**config.mk**
```make
export PLATFORM = sky130hd
export DESIGN_NAME = buffer_sequencer
export DESIGN_NICKNAME = d
export VERILOG_FILES = /design/src/rtl/buf_seq_pkg.sv /design/src/rtl/buf_seq_addr_gen.sv /design/src/rtl/buffer_sequencer.sv
export SDC_FILE = /design/constraint.sdc
export NUM_CORES = 1
export LEC_CHECK = 0
export CAP_MARGIN = 25
export CORE_MARGIN = 5
export CORE_UTILIZATION = 46
export DETAILED_ROUTE_END_ITERATION = 8
export PLACE_DENSITY = 0.86
export SETUP_SLACK_MARGIN = 0.1
export SYNTH_ARGS = -nofsm -noshare
export SYNTH_HDL_FRONTEND = slang
export SYNTH_SLANG_ARGS = --single-unit
```
**constraint.sdc**
```tcl
create_clock -name clk -period 5.4 [get_ports clk]
set_clock_uncertainty 0.1 [all_clocks]
set_input_delay 1.08 -clock clk [delete_from_list [all_inputs] [get_ports clk]]
set_output_delay 1.08 -clock clk [all_outputs]
set_load 0.01 [all_outputs]
```
**src/rtl/buf_seq_pkg.sv**
```systemverilog
// buf_seq_pkg: FSM states, buffer mode encodings and default sizing macros for buffer_sequencer.
`ifndef N_BUF
`define N_BUF 4
`endif
`ifndef ADDR_RAM
`define ADDR_RAM 4
`endif
`ifndef WID_PE_BITS
`define WID_PE_BITS 8
`endif
package buf_seq_pkg;
  typedef enum logic [2:0] {IDLE, LOAD, READ, DRAIN, DONE} state_t;
  localparam logic MODE_SERIAL = 1'b0;
  localparam logic MODE_PARALLEL = 1'b1;
endpackage

```
**src/rtl/buf_seq_addr_gen.sv**
```systemverilog
// buf_seq_addr_gen: bank/address counters, bank-fastest in bank mode, address-only otherwise.
module buf_seq_addr_gen #(
  parameter int N_BUF = 4,
  parameter int ADDR_RAM = 4,
  localparam int BW = N_BUF > 1 ? $clog2(N_BUF) : 1
) (
  input  logic                clk,
  input  logic                rst,
  input  logic                inc,
  input  logic                bank_mode,
  input  logic [ADDR_RAM-1:0] len,
  output logic [BW-1:0]       bank,
  output logic [ADDR_RAM-1:0] addr,
  output logic                last
);
  logic bank_wrap;
  assign bank_wrap = !bank_mode || bank == BW'(N_BUF - 1);
  assign last = bank_wrap && addr == len - ADDR_RAM'(1);
  // wrapping to zero on the terminal step leaves the counters clean for the next phase
  always_ff @(posedge clk or posedge rst) begin
    if (rst) begin
      bank <= '0;
      addr <= '0;
    end else if (inc) begin
      bank <= bank_wrap ? '0 : bank + BW'(1);
      addr <= last ? '0 : bank_wrap ? addr + ADDR_RAM'(1) : addr;
    end
  end
endmodule

```
**src/rtl/buffer_sequencer.sv**
```systemverilog
// buffer_sequencer: serial bank load then parallel row read job sequencer.
// Define BUF_SEQ_STALL_EN to add the rd_stall input that pauses the READ phase.
module buffer_sequencer
  import buf_seq_pkg::*;
#(
  parameter int N_BUF = `N_BUF,
  parameter int ADDR_RAM = `ADDR_RAM,
  parameter int WID_PE_BITS = `WID_PE_BITS
) (
  input  logic                      clk,
  input  logic                      rst,
  input  logic                      start,
  input  logic [ADDR_RAM-1:0]       load_len,
  input  logic [ADDR_RAM-1:0]       read_len,
  input  logic                      s_valid,
  output logic                      s_ready,
  input  logic [WID_PE_BITS-1:0]    s_data,
`ifdef BUF_SEQ_STALL_EN
  input  logic                      rd_stall,
`endif
  output logic                      mode,
  output logic [N_BUF-1:0]          m0_w_en,
  output logic [ADDR_RAM-1:0]       m0_w_addr,
  output logic [WID_PE_BITS-1:0]    m0_w_data,
  output logic [N_BUF-1:0]          m1_r_en,
  output logic [N_BUF*ADDR_RAM-1:0] m1_r_addr,
  output logic                      rd_valid,
  output logic                      busy,
  output logic                      done
);
  localparam int BW = N_BUF > 1 ? $clog2(N_BUF) : 1;
  state_t state, next;
  logic [ADDR_RAM-1:0] load_len_q, read_len_q, addr;
  logic [BW-1:0] bank;
  logic stall, beat, issue, last;
`ifdef BUF_SEQ_STALL_EN
  assign stall = rd_stall;
`else
  assign stall = 1'b0;
`endif
  assign beat = state == LOAD && s_valid;
  assign issue = state == READ && !stall;
  buf_seq_addr_gen #(.N_BUF(N_BUF), .ADDR_RAM(ADDR_RAM)) u_addr_gen (
    .clk(clk),
    .rst(rst),
    .inc(beat || issue),
    .bank_mode(state == LOAD),
    .len(state == LOAD ? load_len_q : read_len_q),
    .bank(bank),
    .addr(addr),
    .last(last)
  );
  always_ff @(posedge clk or posedge rst) begin
    if (rst) begin
      state <= IDLE;
      load_len_q <= '0;
      read_len_q <= '0;
      rd_valid <= 1'b0;
    end else begin
      state <= next;
      rd_valid <= issue;
      if (state == IDLE && start) begin
        load_len_q <= load_len;
        read_len_q <= read_len;
      end
    end
  end
  always_comb begin
    next = state;
    unique case (state)
      IDLE: if (start) next = load_len != '0 ? LOAD : read_len != '0 ? READ : DONE;
      LOAD: if (beat && last) next = read_len_q != '0 ? READ : DONE;
      READ: if (issue && last) next = DRAIN;
      DRAIN: next = DONE;
      DONE: next = IDLE;
      default: next = IDLE;
    endcase
  end
  assign mode = state == READ || state == DRAIN ? MODE_PARALLEL : MODE_SERIAL;
  assign s_ready = state == LOAD;
  assign busy = state != IDLE;
  assign done = state == DONE;
  assign m0_w_en = beat ? N_BUF'(1) << bank : '0;
  assign m0_w_addr = addr;
  assign m0_w_data = rst ? '0 : s_data;
  assign m1_r_en = issue ? '1 : '0;
  assign m1_r_addr = {N_BUF{addr}};
endmodule

```
### Word-level counts from Yosys, hierarchy flattened

Index checks and enable logic that the tools add are counted.

* register bits after elaboration: 18
* bits in latches: 0
* RAM bits: 0
* memory bits (read-only): 0
* input port bits: 20
* output and inout port bits: 41
* word-level logic and storage cells: 51
* memories: 0

* $add $sub $neg: 3
* multiply operators: 0
* div/mod/pow operators: 0
* $lt $le $gt $ge: 0
* equal/unequal tests: 9
* shift operators: 1
* mux-type cells: 15
* bitwise operators: 0
* reduce and logical (&&, ||, !) cells: 17

Operators by type and width (number)
* $mux W4: 5
* $mux W3: 6
* $pmux W3 S4: 1
* $reduce_bool A4 Y1: 3
* $mux W8: 1
* $eq A3 B2 Y1 const B: 2
* $logic_and A1 B1 Y1: 5
* $add A4 B1 Y4 const B: 1
* $eq A4 B4 Y1: 1
* $ne A2 B2 Y1 const B: 2
* $shl A1 B2 Y4 const A: 1
* $sub A4 B1 Y4 const B: 1
* $eq A3 B1 Y1 const B: 1
* $eq A3 B3 Y1 const B: 1
* $logic_not A3 Y1: 1
* $logic_or A1 B1 Y1: 3
* $reduce_and A3 Y1: 1
* $reduce_bool A3 Y1: 1
* $add A2 B1 Y2 const B: 1
* $eq A2 B2 Y1 const B: 1
* $mux W2: 1
* $ne A2 B1 Y1 const B: 1
* $reduce_and A2 Y1: 1
* $reduce_bool A2 Y1: 1
* 2 further kinds: 2

### Longest topological paths before layout

* depth after elaboration: 8
* gate-level depth with buffers: 11
* depth with buffers taken out: 8

### By module

Synthesis repeated with hierarchy kept, for this count alone.

* cell total of the unflattened synthesis: 139
* area, all modules: 1322.5 µm²

By module, submodules not included
* buffer_sequencer: times used 1, cells each 97, area each 907.1 µm², seq. area each 300.3 µm²
* buf_seq_addr_gen: times used 1, cells each 42, area each 415.4 µm², seq. area each 150.1 µm²

### Worst setup path before layout

OpenSTA, ideal clock, no wires.

* path type: input-to-output
* from: in s_valid
* to: out m0_w_en[1]
* arrival time: 1.417 ns
* data required time: 4.220 ns
* path slack: 2.803 ns
* stages on the path: 2
* path buffers: 1
* cell sequence: buf_2 -> and3_1

* cells in the longest elaborated chain, start to end: 2

Ends and longest elaborated chain
* from (decl): line buffer_sequencer.sv:15 `input logic s_valid,`
* $logic_and A1 B1 Y1: line buffer_sequencer.sv:41 `assign beat = state == LOAD && s_valid;`
* $mux W4: line buffer_sequencer.sv:83 `assign m0_w_en = beat ? N_BUF'(1) << bank : '0;`
* to (decl): line buffer_sequencer.sv:22 `output logic [N_BUF-1:0] m0_w_en,`

No other way between the ends.

### Final worst setup path

* from: in s_valid
* to: out m0_w_en[3]

The elaborated chain is that of the path after synthesis.

==> impl_metrics.ini <==
[worst_setup_path]
critPathCaptureType = output port
critPathKind = input port to output port
crit_required_ns = 4.22
cp-start-kind = input port
arrival_ns = 2.43
path_max_fanout = 9

[clock_network]
cts_setup_buffers = 0
cts_tree = done
cts_resized = 0
cts_hold_buf = 0
clk_latency_ns = 0.31
cts-htree-levels = 1
cts_sinks = 18
clockRootBuffer = clkbuf_4
clk_path_buf_depth = 2
cts_buffers = 3
path_clk_slew_ns = 0.11

[drt]
wl_met3_um = 280
routed_wl_mm = 3.44
top_layer_used = met4
viasPerCell = 5.31
wl_met2_mm = 1.70
vias = 1316
first_iter_violations = 97
ant_nets = 0
drc = 0
wl_per_cell_um = 13.9
drtPass1Iterations = 4
wl_met1_mm = 1.42

[cells_and_area]
nets = 230
final_cell_mix = clkdlybuf4s50_1 (60), dfrtp_1 (18), nor2b_1 (12)
syn_to_final_growth_pct = 34.7
antenna_cells = 0
drive_above_1_share_pct = 8.33
final_cells = 248
final_common_cell = clkdlybuf4s50_1

[pwr]
irDropWorstVdd_uv = 278
power_density_nw_per_um2 = 571
power.leakage_uw = 0.000782
finalPower_uw = 1120

[synthesis]
ys_seq_area_share_pct = 31.0
ys_ff_latch = 18
synth-simple-area-share_pct = 30.0
synth_fa_ha_area_share_pct = 4.31
netlist_instances = 166
synth_warnings = 0
syn_nets = 191
avgSynthCellArea_sq_um = 8.74
synth_top_family_by_area = simple AND/OR/NAND/NOR gates
synth.distinct_cells = 40
synth_compound_area_share_pct = 11.7
synth_xor_xnor_area_share_pct = 1.21
syn-cell-area_sq_um = 1450
synthMuxAreaShare_pct = 6.90

[place]
dp_hpwl_mm = 2.75
pre_cts_ws_ns = 1.79
place_congestion = 0.829
place_inst = 244
io_buffers = 60

[timing]
max-slew-margin-rel_pct = 53.4
fin_crit_ns = 3.61
max_freq_ghz = 0.277
rsz0062_at_grt = false
worstMarginPinSlew_ns = 0.698
finalMaxSlewViolations = 0
setup_viol = 0
hold_violations = 0
fin_tns_setup_ns = 0
post-route-period-util_pct = 66.9
setup_slack_ns = 1.79

[global_routing]
grt_pass1_vias = 1291
grt_pass1_wl_mm = 5.82
grt_usage_pct = 16.8
overflow = 0
antenna_found_initial = 0
grt_start_max_net_pins = 19

[floorplan]
core-area_sq_um = 3030
row_count = 20
die_w_um = 66.2
dieArea_sq_um = 4380
pin_count = 61
fp.dieH_um = 66.2
start_util_pct = 47.9

[job]
max_cap_viol_count = 0

[worst_hold_path]
min_path_type = flop to flop

[outcome]
status = finished, final reports clean
-- logic make-up after synthesis --
| logic type | Yosys count |
|---|---|
| XOR/XNOR | 2 |
| buffers and inverters | 32 |
| AO/OA/AOI/OAI | 27 |
| adder cells (fa/ha/maj) | 5 |
| AND/OR/NAND/NOR | 73 |
| flip-flops | 18 |
| multiplexers | 9 |
-- critical path, cell delays in order --
cell	delay, ns
clkdlybuf4s50_1	0.61
and3_1	0.20
clkdlybuf4s50_1	0.54
-- area by class of cell --
type | count | area (sq um)
timing repair buffer | 60 | 601
tap | 44 | 55.1
clock buffer | 4 | 36.3
multi-input combinational | 116 | 786
fill | 257 | 1070
inverter | 6 | 27.5
sequential | 18 | 450
-- flip-flops by register name, indices dropped and copies added (netlist names) --
register and cells:
load_len_q 4, read_len_q 4, u_addr_gen.addr 4, state 3
u_addr_gen.bank 2, rd_valid 1
-- path summary, 6_finish.rpt --
check	to	cells after the start	startpoint	slack, ns
worst max-delay path	m0_w_en[3]	3	s_valid	1.79
worst min register to register	load_len_q[2]	1	load_len_q[2]	0.47
worst min-delay path	load_len_q[2]	1	load_len_q[2]	0.47
max in group asynchronous	u_addr_gen.addr[3]	2	rst	3.46
worst max register to register	state[0]	8	state[0]	2.74
min in group asynchronous	load_len_q[0]	2	rst	1.29
-- per-layer routing --
layer | vias up | GRT usage [%]
li1 | 634 | -
met1 | 605 | 20.5
met2 | 73 | 29.6
met3 | 4 | 2.89
met4 | 0 | 5.08
met5 | - | 0
-- stage by stage --
| stage | hold WS, ns | cell area [sq um] | utilization (%) |
|---|---|---|---|
| 2_1_floorplan | 0.398 | 1450 | - |
| 3_3_place_gp | 0.415 | 1920 | 63.4 |
| 3_5_place_dp | 0.456 | 1920 | 63.4 |
| 4_1_cts | 0.481 | 1960 | 64.6 |
| 5_1_grt | 0.517 | 1960 | 64.6 |
| 6_report | 0.475 | 1960 | 64.6 |
-- synth_stat cells --
| master | n | share of area (%) |
|---|---|---|
| buf_4 | 21 | 11 |
| dfrtp_1 | 18 | 31 |
| nor2b_1 | 12 | 5.2 |
| nor2_1 | 10 | 2.6 |
| o21ai_0 | 10 | 3.4 |
| nand2b_1 | 9 | 3.9 |
| mux2_2 | 8 | 6.2 |
| nand2_1 | 8 | 2.1 |
| a21oi_1 | 7 | 2.4 |
| and3_1 | 5 | 2.2 |
| ha_1 | 5 | 4.3 |
| inv_1 | 5 | 1.3 |
| nor3_1 | 5 | 1.7 |
| nand3_1 | 4 | 1.4 |
| nor4_1 | 4 | 1.7 |
| nor4b_1 | 4 | 2.4 |
| and2_1 | 3 | 1.3 |
| buf_2 | 3 | 1.0 |
| nand4_1 | 2 | 0.86 |
| o21a_1 | 2 | 1.0 |
| o2bb2ai_1 | 2 | 1.2 |
| a211oi_1 | 1 | 0.52 |
| a21o_1 | 1 | 0.52 |
| a21oi_4 | 1 | 1.1 |
| a32o_1 | 1 | 0.69 |
| and4_4 | 1 | 0.78 |
| and4b_1 | 1 | 0.69 |
| buf_6 | 1 | 0.78 |
| clkbuf_1 | 1 | 0.26 |
| clkinv_4 | 1 | 0.60 |
| mux2i_1 | 1 | 0.69 |
| nand4b_1 | 1 | 0.60 |
| nor3b_2 | 1 | 0.86 |
| o21ai_1 | 1 | 0.34 |
| o22ai_1 | 1 | 0.43 |
| or3_1 | 1 | 0.43 |
| or3_4 | 1 | 0.78 |
| or3b_1 | 1 | 0.60 |
| xnor2_1 | 1 | 0.60 |
| xor2_1 | 1 | 0.60 |
-- report_power, final --
| group | leakage (uW) | internal (uW) | switching [uW] |
|---|---|---|---|
| combinational | 0.000538 | 387 | 319 |
| sequential | 0.000223 | 201 | 120 |
| clock | 0.0000210 | 41.2 | 48.1 |
(Power assumes the default switching activity.)
